`src/rtl/parking_gate_ctrl.sv`:
```
// Entry/exit direction sequencer for one parking lane: decodes the outer (A) and inner (B) beam
// order, tracks occupancy and emits single-cycle event pulses for display and barrier logic.
module parking_gate_ctrl #(
    parameter int unsigned CAPACITY = 16,
    parameter int unsigned CNT_W    = 5,
    parameter int unsigned TIMEOUT  = 250_000_000
) (
    input  logic             clk,
    input  logic             rst_n,
    input  logic             sensor_a,
    input  logic             sensor_b,
    output logic [CNT_W-1:0] occupancy,
    output logic             full,
    output logic             entry_pulse,
    output logic             exit_pulse,
    output logic             reject_pulse,
    output logic             fault_pulse,
    output logic [2:0]       state_o
);

    localparam int unsigned TW = (TIMEOUT > 2) ? $clog2(TIMEOUT) : 1;

    localparam logic [2:0] IDLE   = 3'd0;
    localparam logic [2:0] IN_A   = 3'd1;
    localparam logic [2:0] IN_AB  = 3'd2;
    localparam logic [2:0] IN_B   = 3'd3;
    localparam logic [2:0] OUT_B  = 3'd4;
    localparam logic [2:0] OUT_BA = 3'd5;
    localparam logic [2:0] OUT_A  = 3'd6;

    localparam logic [CNT_W-1:0] CAP   = CNT_W'(CAPACITY);
    localparam logic [TW-1:0]    TLAST = TW'(TIMEOUT - 1);

    logic [2:0]       state_q, state_d;
    logic [TW-1:0]    timer_q, timer_d;
    logic [CNT_W-1:0] occ_q, occ_d;
    logic             full_q, full_d;
    logic             entry_q, entry_d;
    logic             exit_q, exit_d;
    logic             reject_q, reject_d;
    logic             fault_q, fault_d;
    logic             ev_entry, ev_exit, ev_fault;
    logic [1:0]       ab;

    assign ab = {sensor_a, sensor_b};

    always_comb begin
        state_d  = state_q;
        ev_entry = 1'b0;
        ev_exit  = 1'b0;
        ev_fault = 1'b0;
        case (state_q)
            IDLE: begin
                case (ab)
                    2'b10:   state_d = IN_A;
                    2'b01:   state_d = OUT_B;
                    2'b11:   ev_fault = 1'b1;
                    default: state_d = IDLE;
                endcase
            end
            IN_A: begin
                case (ab)
                    2'b11:   state_d = IN_AB;
                    2'b00:   state_d = IDLE;
                    2'b01:   begin state_d = IDLE; ev_fault = 1'b1; end
                    default: state_d = IN_A;
                endcase
            end
            IN_AB: begin
                case (ab)
                    2'b01:   state_d = IN_B;
                    2'b10:   state_d = IN_A;
                    2'b00:   begin state_d = IDLE; ev_fault = 1'b1; end
                    default: state_d = IN_AB;
                endcase
            end
            IN_B: begin
                case (ab)
                    2'b11:   state_d = IN_AB;
                    2'b00:   begin state_d = IDLE; ev_entry = 1'b1; end
                    2'b10:   begin state_d = IDLE; ev_fault = 1'b1; end
                    default: state_d = IN_B;
                endcase
            end
            OUT_B: begin
                case (ab)
                    2'b11:   state_d = OUT_BA;
                    2'b00:   state_d = IDLE;
                    2'b10:   begin state_d = IDLE; ev_fault = 1'b1; end
                    default: state_d = OUT_B;
                endcase
            end
            OUT_BA: begin
                case (ab)
                    2'b10:   state_d = OUT_A;
                    2'b01:   state_d = OUT_B;
                    2'b00:   begin state_d = IDLE; ev_fault = 1'b1; end
                    default: state_d = OUT_BA;
                endcase
            end
            OUT_A: begin
                case (ab)
                    2'b11:   state_d = OUT_BA;
                    2'b00:   begin state_d = IDLE; ev_exit = 1'b1; end
                    2'b01:   begin state_d = IDLE; ev_fault = 1'b1; end
                    default: state_d = OUT_A;
                endcase
            end
            default: state_d = IDLE;
        endcase

        // A stalled sequence times out only if no state change happens on that edge.
        if (state_q != IDLE && state_d == state_q && timer_q == TLAST) begin
            state_d  = IDLE;
            ev_fault = 1'b1;
        end

        timer_d = (state_d != state_q || state_q == IDLE) ? '0 : timer_q + 1'b1;

        entry_d  = ev_entry && (occ_q < CAP);
        reject_d = ev_entry && (occ_q >= CAP);
        exit_d   = ev_exit && (occ_q != '0);
        fault_d  = ev_fault || (ev_exit && occ_q == '0);

        occ_d = occ_q;
        if (entry_d) begin
            occ_d = occ_q + 1'b1;
        end else if (exit_d) begin
            occ_d = occ_q - 1'b1;
        end
        full_d = (occ_d == CAP);
    end

    always_ff @(posedge clk) begin
        if (!rst_n) begin
            state_q  <= IDLE;
            timer_q  <= '0;
            occ_q    <= '0;
            full_q   <= 1'b0;
            entry_q  <= 1'b0;
            exit_q   <= 1'b0;
            reject_q <= 1'b0;
            fault_q  <= 1'b0;
        end else begin
            state_q  <= state_d;
            timer_q  <= timer_d;
            occ_q    <= occ_d;
            full_q   <= full_d;
            entry_q  <= entry_d;
            exit_q   <= exit_d;
            reject_q <= reject_d;
            fault_q  <= fault_d;
        end
    end

    assign occupancy    = occ_q;
    assign full         = full_q;
    assign entry_pulse  = entry_q;
    assign exit_pulse   = exit_q;
    assign reject_pulse = reject_q;
    assign fault_pulse  = fault_q;
    assign state_o      = state_q;

endmodule

```
`config.mk`:
```
export PLATFORM = sky130hd
export DESIGN_NAME = parking_gate_ctrl
export DESIGN_NICKNAME = d
export VERILOG_FILES = /design/src/rtl/parking_gate_ctrl.sv
export SDC_FILE = /design/constraint.sdc
export NUM_CORES = 1
export LEC_CHECK = 0
export ABC_CLOCK_PERIOD_IN_PS = 6800
export CAP_MARGIN = 10
export CORE_ASPECT_RATIO = 1.1
export CORE_UTILIZATION = 29
export DETAILED_ROUTE_END_ITERATION = 6
export GPL_ROUTABILITY_DRIVEN = 1
export GPL_TIMING_DRIVEN = 0
export MAX_ROUTING_LAYER = met4
export PLACE_DENSITY = 0.5
export SLEW_MARGIN = 20
export SYNTH_ARGS = -nofsm -noshare
export SYNTH_HDL_FRONTEND = slang
export SYNTH_SLANG_ARGS = --single-unit
```
`constraint.sdc`:
```
create_clock -name clk -period 6.8 [get_ports clk]
set_clock_uncertainty 0.15 [all_clocks]
set_input_delay 1.36 -clock clk [delete_from_list [all_inputs] [get_ports clk]]
set_output_delay 1.36 -clock clk [all_outputs]
set_load 0.005 [all_outputs]
```
==> results_dict.tcl <==
set metrics [dict create \
    holdCritPathClass "reg2reg" \
    crit_buf_inv 3 \
    overflow 0 \
    relSlewSlack_pct 41.1 \
    power_uw 493 \
    swShare_pct 23.2 \
    worst-r2r-setup-slack_ns 3.97 \
    hpwlAfterDp_um 4040 \
    finalNetCount 299 \
    cts_root_buffer "clkbuf_8" \
    post_cts_resized 0 \
    power.internal_uw 378 \
    pwr-share-clk_pct 42.3 \
    cp_cell_sequence "clkdlybuf4s50_1 -> inv_1 -> ha_1 -> mux2i_2 -> o32ai_4 -> mux2i_1 -> o41ai_4 -> buf_6 -> nor3_1" \
    drv_slew 0 \
    layoutNonFillerInstCount 396 \
    whs_endpoint "timer_q[0]" \
    rows 34 \
    hold_viol 0 \
    clockBufferDepth 2 \
    cts_made_buffers 5 \
    p_leak_uw 0.000921 \
    syn_area_sq_um 2420 \
    dieArea_sq_um 8710 \
    drv_cap 0 \
    cp-end-kind "flip-flop" \
    critPathSlowestCell "o41ai_4" \
    portBuffers 16 \
    gr-usage-all-layers_pct 14.4 \
    ys.flop_type "dfxtp_1" \
    nFillCells 856 \
    worst_pin_slew_ns 0.876 \
    crit_cells 9 \
    final_antenna_net_count 0 \
    cts_hold_buffers 0 \
    r2r_start "timer_q[0]" \
    grt_pass1_wl_um 9760 \
    fin_area_sq_um 2830 \
    grt_pass1_vias 1993 \
    cp_data_required_time_ns 6.82 \
    postSynthAreaPerCell_sq_um 9.16 \
    coreArea_sq_um 8000 \
    worst-r2r-cell-count 7 \
    grt_max_degree 14 \
    final.setup.tns_ns 0 \
    setup_slack_ns 2.78 \
    critical_path_class "in2reg" \
    dp_cells 388 \
    synth_nets 276 \
    synth_cell_types 57 \
    netlist_instances 264 \
    cp_slowest_stage_delay_ns 0.75 \
    worstReg2RegEnd "timer_q[20]" \
    p_comb_share_pct 8.5 \
    yosysWarnings 0 \
    cts_tree "done" \
    powerDensity_nw_per_um2 174 \
    cts_setup_buffers 0 \
    clock_sinks 41 \
    area.growth.synth_to_final_pct 17.2 \
    htreeDepth 2 \
    pwr-share-seq_pct 49.2 \
    holdCritStartpoint "timer_q[0]" \
    io_pins 17 \
    die_y_um 97.8 \
    whs_path_depth 1 \
    start_util_pct 30.2 \
    cp_max_fo 10 \
    setup_violations 0 \
    place_area_sq_um 2710 \
    ys_seq_area_share_pct 34.0 \
    wl_per_cell_um 13.9 \
    drt_pass1_iterations 4 \
    drt_wl_total_um 5490 \
    ir_worst_vdd_mv 0.0760 \
    ys_seq_elements 41 \
    routed-via-count 2066 \
    fmax_ghz 0.249 \
    drcViolationCount 0 \
    status "finished clean" \
    cts.clk_slew.worst_paths_ns 0.08 \
    finalCriticalPeriod_ns 4.02 \
    drive_gt1_share_pct 12.8 \
    critical-path-top-delay-family "compound AO/OA/AOI/OAI gates" \
    gp_congestion 0.790 \
    pre_cts_ws_ns 2.46 \
    rsz0062_at_grt "no" \
    crit_arrival_ns 4.05 \
    die_w_um 89.1 \
    synth_edf_count 0 \
    via_per_inst 5.22 \
    worstSkewPairLatency_ns 0.29 \
    crit_path_start_kind "input port" \
    async_flop_share_pct 0 \
    p_sw_uw 114 \
    period_share_pct 59.1 \
    antenna_found_initial 0 \
    antenna_cells 0 \
    drt_iter0_markers 104 \
]
[synth_stat cells, drive strengths merged, types with 2 or more instances]
cell type	number	area (sq um)
and3	3	18.8
nor3	16	110
nand4	15	93.8
nor4	19	119
nor2	16	60.1
inv	10	37.5
nand2	20	75.1
xnor2	11	104
a22oi	2	15.0
o22a	2	17.5
nor4b	4	35.0
a21boi	3	22.5
and2	6	37.5
a31oi	2	27.5
xor2	19	166
nand3	10	50.1
o2111a	2	22.5
nor4bb	2	20.0
clkbuf	2	7.51
a21oi	5	25.0
ha	8	100
dfxtp	41	821
o31ai	3	22.5
mux2i	3	33.8
buf	11	73.8
and4	3	26.3
o21ai	2	10.0
[state kept, by name (all words and copies together), names as in the netlist]
signal / cells
entry_pulse: 1
exit_pulse: 1
fault_pulse: 1
full: 1
occupancy: 5
reject_pulse: 1
state_o: 3
timer_q: 28
[cells by family (layout without fill, tap and decap cells)]
kind of cell / count (synthesis) / in the layout / synth area share (%)
simple gates: 123 / 123 / 29.8
compound gates: 34 / 34 / 13.3
fa+ha+maj: 8 / 8 / 4.14
mux: 5 / 5 / 2.79
xor+xnor: 30 / 30 / 11.2
flops: 41 / 41 / 34.0
buf+inv: 23 / 47 / 4.92
[worst reg2reg max path, delay by kind of cell (launching register included)]
family	cells	cell delay, ns
AO/OA/AOI/OAI	2	0.99
AND/OR/NAND/NOR	3	0.73
flip-flops	1	0.36
buffers and inverters	1	0.25
adder cells (fa/ha/maj)	1	0.22
[area by class of cell]
cell class	count	area, sq um	share of cell area, %
multi-input combinational	200	1480	52.2
buffer	13	81.3	2.87
clock buffer	6	82.6	2.92
timing repair buffer	16	160	5.65
clock inverter	2	37.5	1.33
sequential	41	821	29.0
inverter	10	37.5	1.33
tap	108	135	4.77
[power by group through the flow]
stage | clock network, uW | registers, uW | logic (uW)
after floorplan | 0 | 248 | 28.8
after global placement | 0 | 248 | 42.4
after detailed placement | 0 | 248 | 41.8
after CTS | 217 | 242 | 42.1
after global routing | 227 | 243 | 46.4
final | 208 | 242 | 42.0
[worst max-delay path by stage]
stage	endpoint	slack [ns]	start
floorplan	timer_q[19]	3.47	sensor_b
global placement	timer_q[20]	2.50	sensor_b
detailed placement	timer_q[26]	2.46	sensor_b
CTS	timer_q[24]	2.78	sensor_b
global route	timer_q[24]	2.66	sensor_b
finish	timer_q[20]	2.78	sensor_b
[metrics by stage]
stage | hold slack (ns) | util [%]
after floorplan | 0.280 | -
after global routing | 0.350 | 35.4
final | 0.317 | 35.4
after detailed placement | 0.307 | 33.9
after CTS | 0.318 | 35.4
after global placement | 0.303 | 33.9
[layer usage]
metal	track usage, %	routed length (um)	up-vias
met5	-	0	-
met2	22.4	2580	27
li1	-	-	1036
met3	2.54	165	6
met1	19.4	2700	997
met4	3.54	40	0
[cell usage in the layout (no fill, tap or decap), types with 3 or more instances in the layout]
master | netlist | layout
a21boi_0 | 3 | 3
a21oi_1 | 5 | 5
and2_1 | 6 | 6
and3_1 | 3 | 3
and4_1 | 3 | 3
buf_2 | 8 | 8
buf_6 | 3 | 3
clkbuf_8 | 0 | 6
clkdlybuf4s50_1 | 0 | 16
dfxtp_1 | 41 | 41
ha_1 | 8 | 8
inv_1 | 9 | 9
nand2_1 | 20 | 20
nand3_1 | 10 | 10
nand4_1 | 15 | 15
nor2_1 | 16 | 16
nor3_1 | 10 | 10
nor3_2 | 6 | 6
nor4_1 | 19 | 19
nor4b_1 | 4 | 4
o31ai_1 | 3 | 3
xnor2_1 | 10 | 10
xor2_1 | 19 | 19
Power figures use the tool's default switching activity.
